**src/rtl/epd_output_sequencer.sv**
```systemverilog
// EPD output sequencer: packs 2-bit drive codes into source bytes and sequences
// source/gate driver timing for one frame per start. Optional: EPD_MIRROR_EN.
module epd_output_sequencer #(
    parameter int LINE_BYTES = 400,
    parameter int V_ACTIVE   = 1200,
    parameter int HBLANK     = 16,
    parameter int VS_CYCLES  = 8,
    parameter int V_TAIL     = 2
) (
    input  logic       clk,
    input  logic       rstn,
    input  logic       start,
    input  logic [7:0] pix_data,
    input  logic       pix_valid,
    output logic       pix_ready,
    output logic [7:0] epd_sd,
    output logic       epd_sdclk,
    output logic       epd_sdle,
    output logic       epd_sdoe,
    output logic       epd_sdce_n,
    output logic       epd_gdclk,
    output logic       epd_gdsp,
    output logic       epd_gdoe,
    output logic       busy,
    output logic       frame_done
);
    localparam int BW = (LINE_BYTES > 1) ? $clog2(LINE_BYTES) : 1;
    localparam int LW = $clog2(V_ACTIVE + V_TAIL + 1);
    localparam logic [BW-1:0] BYTE_LAST = BW'(LINE_BYTES - 1);
    localparam logic [7:0]    VS_LAST   = 8'(VS_CYCLES - 1);
    localparam logic [7:0]    VS_HALF   = 8'(VS_CYCLES / 2);
    localparam logic [7:0]    HB_LAST   = 8'(HBLANK - 1);
    localparam logic [LW-1:0] LINES_ACT = LW'(V_ACTIVE);
    localparam logic [LW-1:0] LINES_ALL = LW'(V_ACTIVE + V_TAIL);

    typedef enum logic [2:0] {
        S_IDLE, S_VSYNC, S_SHIFT, S_LATCH, S_GATE, S_TAIL, S_DONE
    } state_t;

    state_t        state;
    logic [BW-1:0] byte_cnt;
    logic [LW-1:0] line_cnt;
    logic [LW-1:0] line_nxt;
    logic [7:0]    ph_cnt;
    logic          phase_b;
    logic [7:0]    sd_next;

    // The panel may be mounted with reversed source direction.
    always_comb begin
`ifdef EPD_MIRROR_EN
        sd_next = {pix_data[1:0], pix_data[3:2], pix_data[5:4], pix_data[7:6]};
`else
        sd_next = pix_data;
`endif
    end

    assign line_nxt = line_cnt + LW'(1);

    always_ff @(posedge clk or negedge rstn) begin
        if (!rstn) begin
            state      <= S_IDLE;
            byte_cnt   <= '0;
            line_cnt   <= '0;
            ph_cnt     <= '0;
            phase_b    <= 1'b0;
            pix_ready  <= 1'b0;
            epd_sd     <= '0;
            epd_sdclk  <= 1'b0;
            epd_sdle   <= 1'b0;
            epd_sdoe   <= 1'b0;
            epd_sdce_n <= 1'b1;
            epd_gdclk  <= 1'b0;
            epd_gdsp   <= 1'b0;
            epd_gdoe   <= 1'b0;
            busy       <= 1'b0;
            frame_done <= 1'b0;
        end else begin
            case (state)
                S_IDLE: if (start) begin
                    state    <= S_VSYNC;
                    busy     <= 1'b1;
                    epd_gdsp <= 1'b1;
                    epd_sdoe <= 1'b1;
                    epd_gdoe <= 1'b1;
                    ph_cnt   <= '0;
                end
                S_VSYNC: if (ph_cnt == VS_LAST) begin
                    state      <= S_SHIFT;
                    epd_gdsp   <= 1'b0;
                    epd_gdclk  <= 1'b0;
                    line_cnt   <= '0;
                    byte_cnt   <= '0;
                    phase_b    <= 1'b0;
                    pix_ready  <= 1'b1;
                    epd_sdce_n <= 1'b0;
                end else begin
                    ph_cnt    <= ph_cnt + 8'd1;
                    epd_gdclk <= (ph_cnt + 8'd1) >= VS_HALF;
                end
                // Tail lines share the shift timing but never stall and never consume input.
                S_SHIFT, S_TAIL: if (!phase_b) begin
                    if (state == S_TAIL || pix_valid) begin
                        if (state == S_SHIFT) epd_sd <= sd_next;
                        epd_sdclk <= 1'b1;
                        pix_ready <= 1'b0;
                        phase_b   <= 1'b1;
                    end
                end else begin
                    epd_sdclk <= 1'b0;
                    phase_b   <= 1'b0;
                    if (byte_cnt == BYTE_LAST) begin
                        byte_cnt   <= '0;
                        state      <= S_LATCH;
                        epd_sdle   <= 1'b1;
                        epd_sdce_n <= 1'b1;
                    end else begin
                        byte_cnt  <= byte_cnt + BW'(1);
                        pix_ready <= (state == S_SHIFT);
                    end
                end
                S_LATCH: begin
                    state     <= S_GATE;
                    epd_sdle  <= 1'b0;
                    epd_gdclk <= 1'b1;
                    ph_cnt    <= '0;
                end
                S_GATE: if (ph_cnt == HB_LAST) begin
                    epd_gdclk <= 1'b0;
                    line_cnt  <= line_nxt;
                    if (line_nxt < LINES_ACT) begin
                        state      <= S_SHIFT;
                        pix_ready  <= 1'b1;
                        epd_sdce_n <= 1'b0;
                    end else if (line_nxt < LINES_ALL) begin
                        state      <= S_TAIL;
                        epd_sdce_n <= 1'b0;
                        epd_sd     <= '0;
                    end else begin
                        state      <= S_DONE;
                        epd_sdoe   <= 1'b0;
                        epd_gdoe   <= 1'b0;
                        epd_sd     <= '0;
                        frame_done <= 1'b1;
                    end
                end else begin
                    ph_cnt <= ph_cnt + 8'd1;
                end
                S_DONE: begin
                    state      <= S_IDLE;
                    frame_done <= 1'b0;
                    busy       <= 1'b0;
                end
                default: state <= S_IDLE;
            endcase
        end
    end
endmodule

```
**config.mk**
```make
export PLATFORM = sky130hd
export DESIGN_NAME = epd_output_sequencer
export DESIGN_NICKNAME = d
export VERILOG_FILES = /design/src/rtl/epd_output_sequencer.sv
export SDC_FILE = /design/constraint.sdc
export NUM_CORES = 1
export LEC_CHECK = 0
export BUFFER_PORTS_ARGS = -buffer_cell sky130_fd_sc_hd__clkbuf_2
export CAP_MARGIN = 30
export CORE_AREA = 5 5 84 86
export DETAILED_ROUTE_END_ITERATION = 7
export DIE_AREA = 0 0 89 91
export GPL_TIMING_DRIVEN = 0
export PLACE_DENSITY = 0.74
export SETUP_SLACK_MARGIN = 0.2
export SLEW_MARGIN = 20
export SYNTH_ARGS = -nofsm -noshare
export SYNTH_HDL_FRONTEND = slang
export SYNTH_SLANG_ARGS = --single-unit
```
**constraint.sdc**
```tcl
create_clock -name clk -period 2.4 [get_ports clk]
set_input_delay 0.36 -clock clk [delete_from_list [all_inputs] [get_ports clk]]
set_output_delay 0.36 -clock clk [all_outputs]
set_load 0.005 [all_outputs]
```
==> metrics.txt <==
top-area cell type share of the netlist area=a little over a third; Root Buffer=clkbuf_8; Max Freq=0.445 GHz; Final setup viols=0; Mapped Nets=around 400; hold buffer count at CTS=0; mapped cell area=between 3000 and 4000 um^2; final antenna-violating net count=0; CTS clk-pin slew, worst paths=0.11 ns; DRT Pass-1 Iters=5; Async S/R FF share, synth=between 90% and 100%; die height=~91 um; Max Slew Vio Count=0; Gate Count Post-Synth=~390; placed wire-length estimate=around 5500 um; number of distinct library cells after synthesis=74; DR vias/cell=6.06; starting density of the core=a little over half; RSZ-0062 raised after global routing=true; Synthesis Warnings=0; crit path launch type=flip-flop; crit path kind=reg2reg; Placer Congestion=between 0.9 and 1; fraction of final layout cells with drive strength greater than 1=26.1%; VDD IR max=between 0.3 and 0.4 mV; core area=between 6000 and 7000 um^2; Final min period=approximately 2.2 ns; die area=8100 um^2; nets=452; total CTS buffers=5; Slew @ Worst Pin=a little under 0.7 ns; placed instance count=492; Die Width=89 um; initial drt markers=183; run status=finished, final reports clean; final setup margin=0.154 ns; first-pass GRT wire length=~14,000 um; final worst-path cycle share=about 94%; DRC=0; Slew headroom=a little under three fifths; CP Capture Type=flip-flop; via count=roughly 3,100; clk_skew=between 0.01 and 0.015 ns; Routed WL per cell=16.4 um; pwr/cell area=445 nW/um^2; Area contributors post-synth=dfrtp_1 36%, o21ai_0 6.9%, nand2_1 5.2%, nor2_1 3.6%, a22oi_1 2.5%; Ant. Diodes=0; register area share after synthesis=between 30 and 40%; Post-synth EDFFs=0; antenna violations before repair=0; Primary FF master, synth=dfrtp_1; syn_area_per_cell=just under 9 um^2; area leader, netlist=dfrtp_1; maximum number of pins on one net before global-route repair=50; crit path DAT=about 2.5 ns; GRT Util Overall=a little over 20%; Area Overhead vs Synth=17.7%; final setup TNS=0 ns; Yosys reg bits=49; cell with the most instances after synthesis=dfrtp_1; vias in the first global route=slightly below 3,000; GR Overflow Total=0; CP max FO=8; most frequent cells after synthesis=48 x dfrtp_1, 46 x nand2_1, 46 x o21ai_0; Detailed Route WL=approximately 8400 um; Final Hold Vio Count=0; CTS tree=built; IO Port Bufs=29; # H-tree levels=2; Place WS=roughly 0.046 ns; Cell Rows=29; Boundary Pins=30; Hold Path Class=in2async; Power Total=1750 uW; leakage=roughly 0.0017 uW; Clock Sinks=slightly below 50; Worst-Skew Late Latency=slightly above 0.3 ns; CTS max path bufs=2; critical path required time=~2.6 ns; number of max-cap violations=0; Cell Count, Final, Fillers Out=514
-- cell usage in the layout (no fill, tap or decap), types with 5 or more instances in the layout --
master,netlist,routed
clkbuf_1,11,8
nand3_1,12,12
nand2_1,46,46
a22oi_1,11,11
nor2b_1,5,5
a21oi_1,10,10
nor2_1,32,31
nor3_1,9,9
o21ai_1,5,9
clkbuf_2,1,32
inv_1,12,12
buf_4,4,16
o21ai_2,0,5
dfrtp_1,48,45
o21ai_0,46,37
xor2_1,7,7
a31oi_1,6,6
and3_1,6,6
clkbuf_8,3,8
o31ai_1,8,7
-- critical path, cell delays in order (launching register included) --
cell and delay [ns]:
dfrtp_2 0.46, ha_4 0.20, and2_4 0.14, buf_6 0.12, a311oi_2 0.28, nor4_2 0.09, or3_4 0.43, a21oi_4 0.32
o21ai_1 0.10
-- through the flow --
| step | utilization, % | area [um^2] | hold WS, ns |
|---|---|---|---|
| CTS | 60.5 | 3750 | 0.129 |
| floorplan | - | 3340 | 0.0644 |
| finish | 63.3 | 3930 | 0.112 |
| global route | 63.3 | 3930 | 0.155 |
| global placement | 57.7 | 3580 | 0.497 |
| detailed placement | 57.8 | 3580 | 0.469 |
-- state kept, by name, indices dropped and copies added, names as in the netlist --
name	count
busy	1
epd_sdce_n	1
epd_sdle	1
epd_gdclk	1
frame_done	1
phase_b	1
byte_cnt	9
state	3
line_cnt	11
epd_gdsp	1
epd_gdoe	1
ph_cnt	8
epd_sdclk	1
epd_sd	8
pix_ready	1
-- what timing repair did --
action                     CTS  global route
resized for setup            6            32
setup endpoints to repair   27            38
hold endpoints to repair     0             0
buffers inserted             4            10
pin swaps                    1            21
-- area by class of cell --
cell class	instances	area (um^2)
timing repair buffer	43	265
buffer	27	175
clock buffer	5	68.8
fill	514	2270
inverter	12	45.0
sequential	49	1230
multi-input combinational	298	2000
tap	77	96.3
clock inverter	3	47.5
-- cell families (layout without fill, tap and decap cells) --
family                   after synthesis  count (layout)  share of synthesized area (%)
AO/OA/AOI/OAI                        131             131                           27.8
XOR/XNOR                               8               8                           2.10
adder cells (fa/ha/maj)                4               4                           1.50
buffers and inverters                 39              90                           6.37
flip-flops                            49              49                           36.8
multiplexers                           3               3                          0.899
AND/OR/NAND/NOR                      152             152                           24.6
-- power breakdown --
group / internal, uW / switching (uW)
logic: 80.1 / 108
clock network: 318 / 303
registers: 883 / 57.6
-- routing by layer --
layer  part of all wire, %  vias up  global-route usage, %
li1                      -     1525                      -
met2                    47       99                   32.7
met5                     0        -                      0
met1                    46     1482                   29.6
met4                  0.95        0                   5.09
met3                   5.4       10                   3.35
-- worst paths after layout --
| kind | depth (start not counted) | to | slack [ns] | startpoint |
|---|---|---|---|---|
| min | 1 | state[2] | 0.11 | rstn |
| max | 8 | epd_sd[7] | 0.15 | line_cnt[1] |
| min reg2reg | 2 | epd_sdle | 0.51 | epd_sdle |
| min in group clk | 3 | epd_sd[4] | 0.27 | pix_data[4] |
| max reg2reg | 8 | epd_sd[7] | 0.15 | line_cnt[1] |
| max in group asynchronous | 1 | ph_cnt[0] | 1.81 | rstn |
No activity file was read; power rests on OpenSTA's default activity.
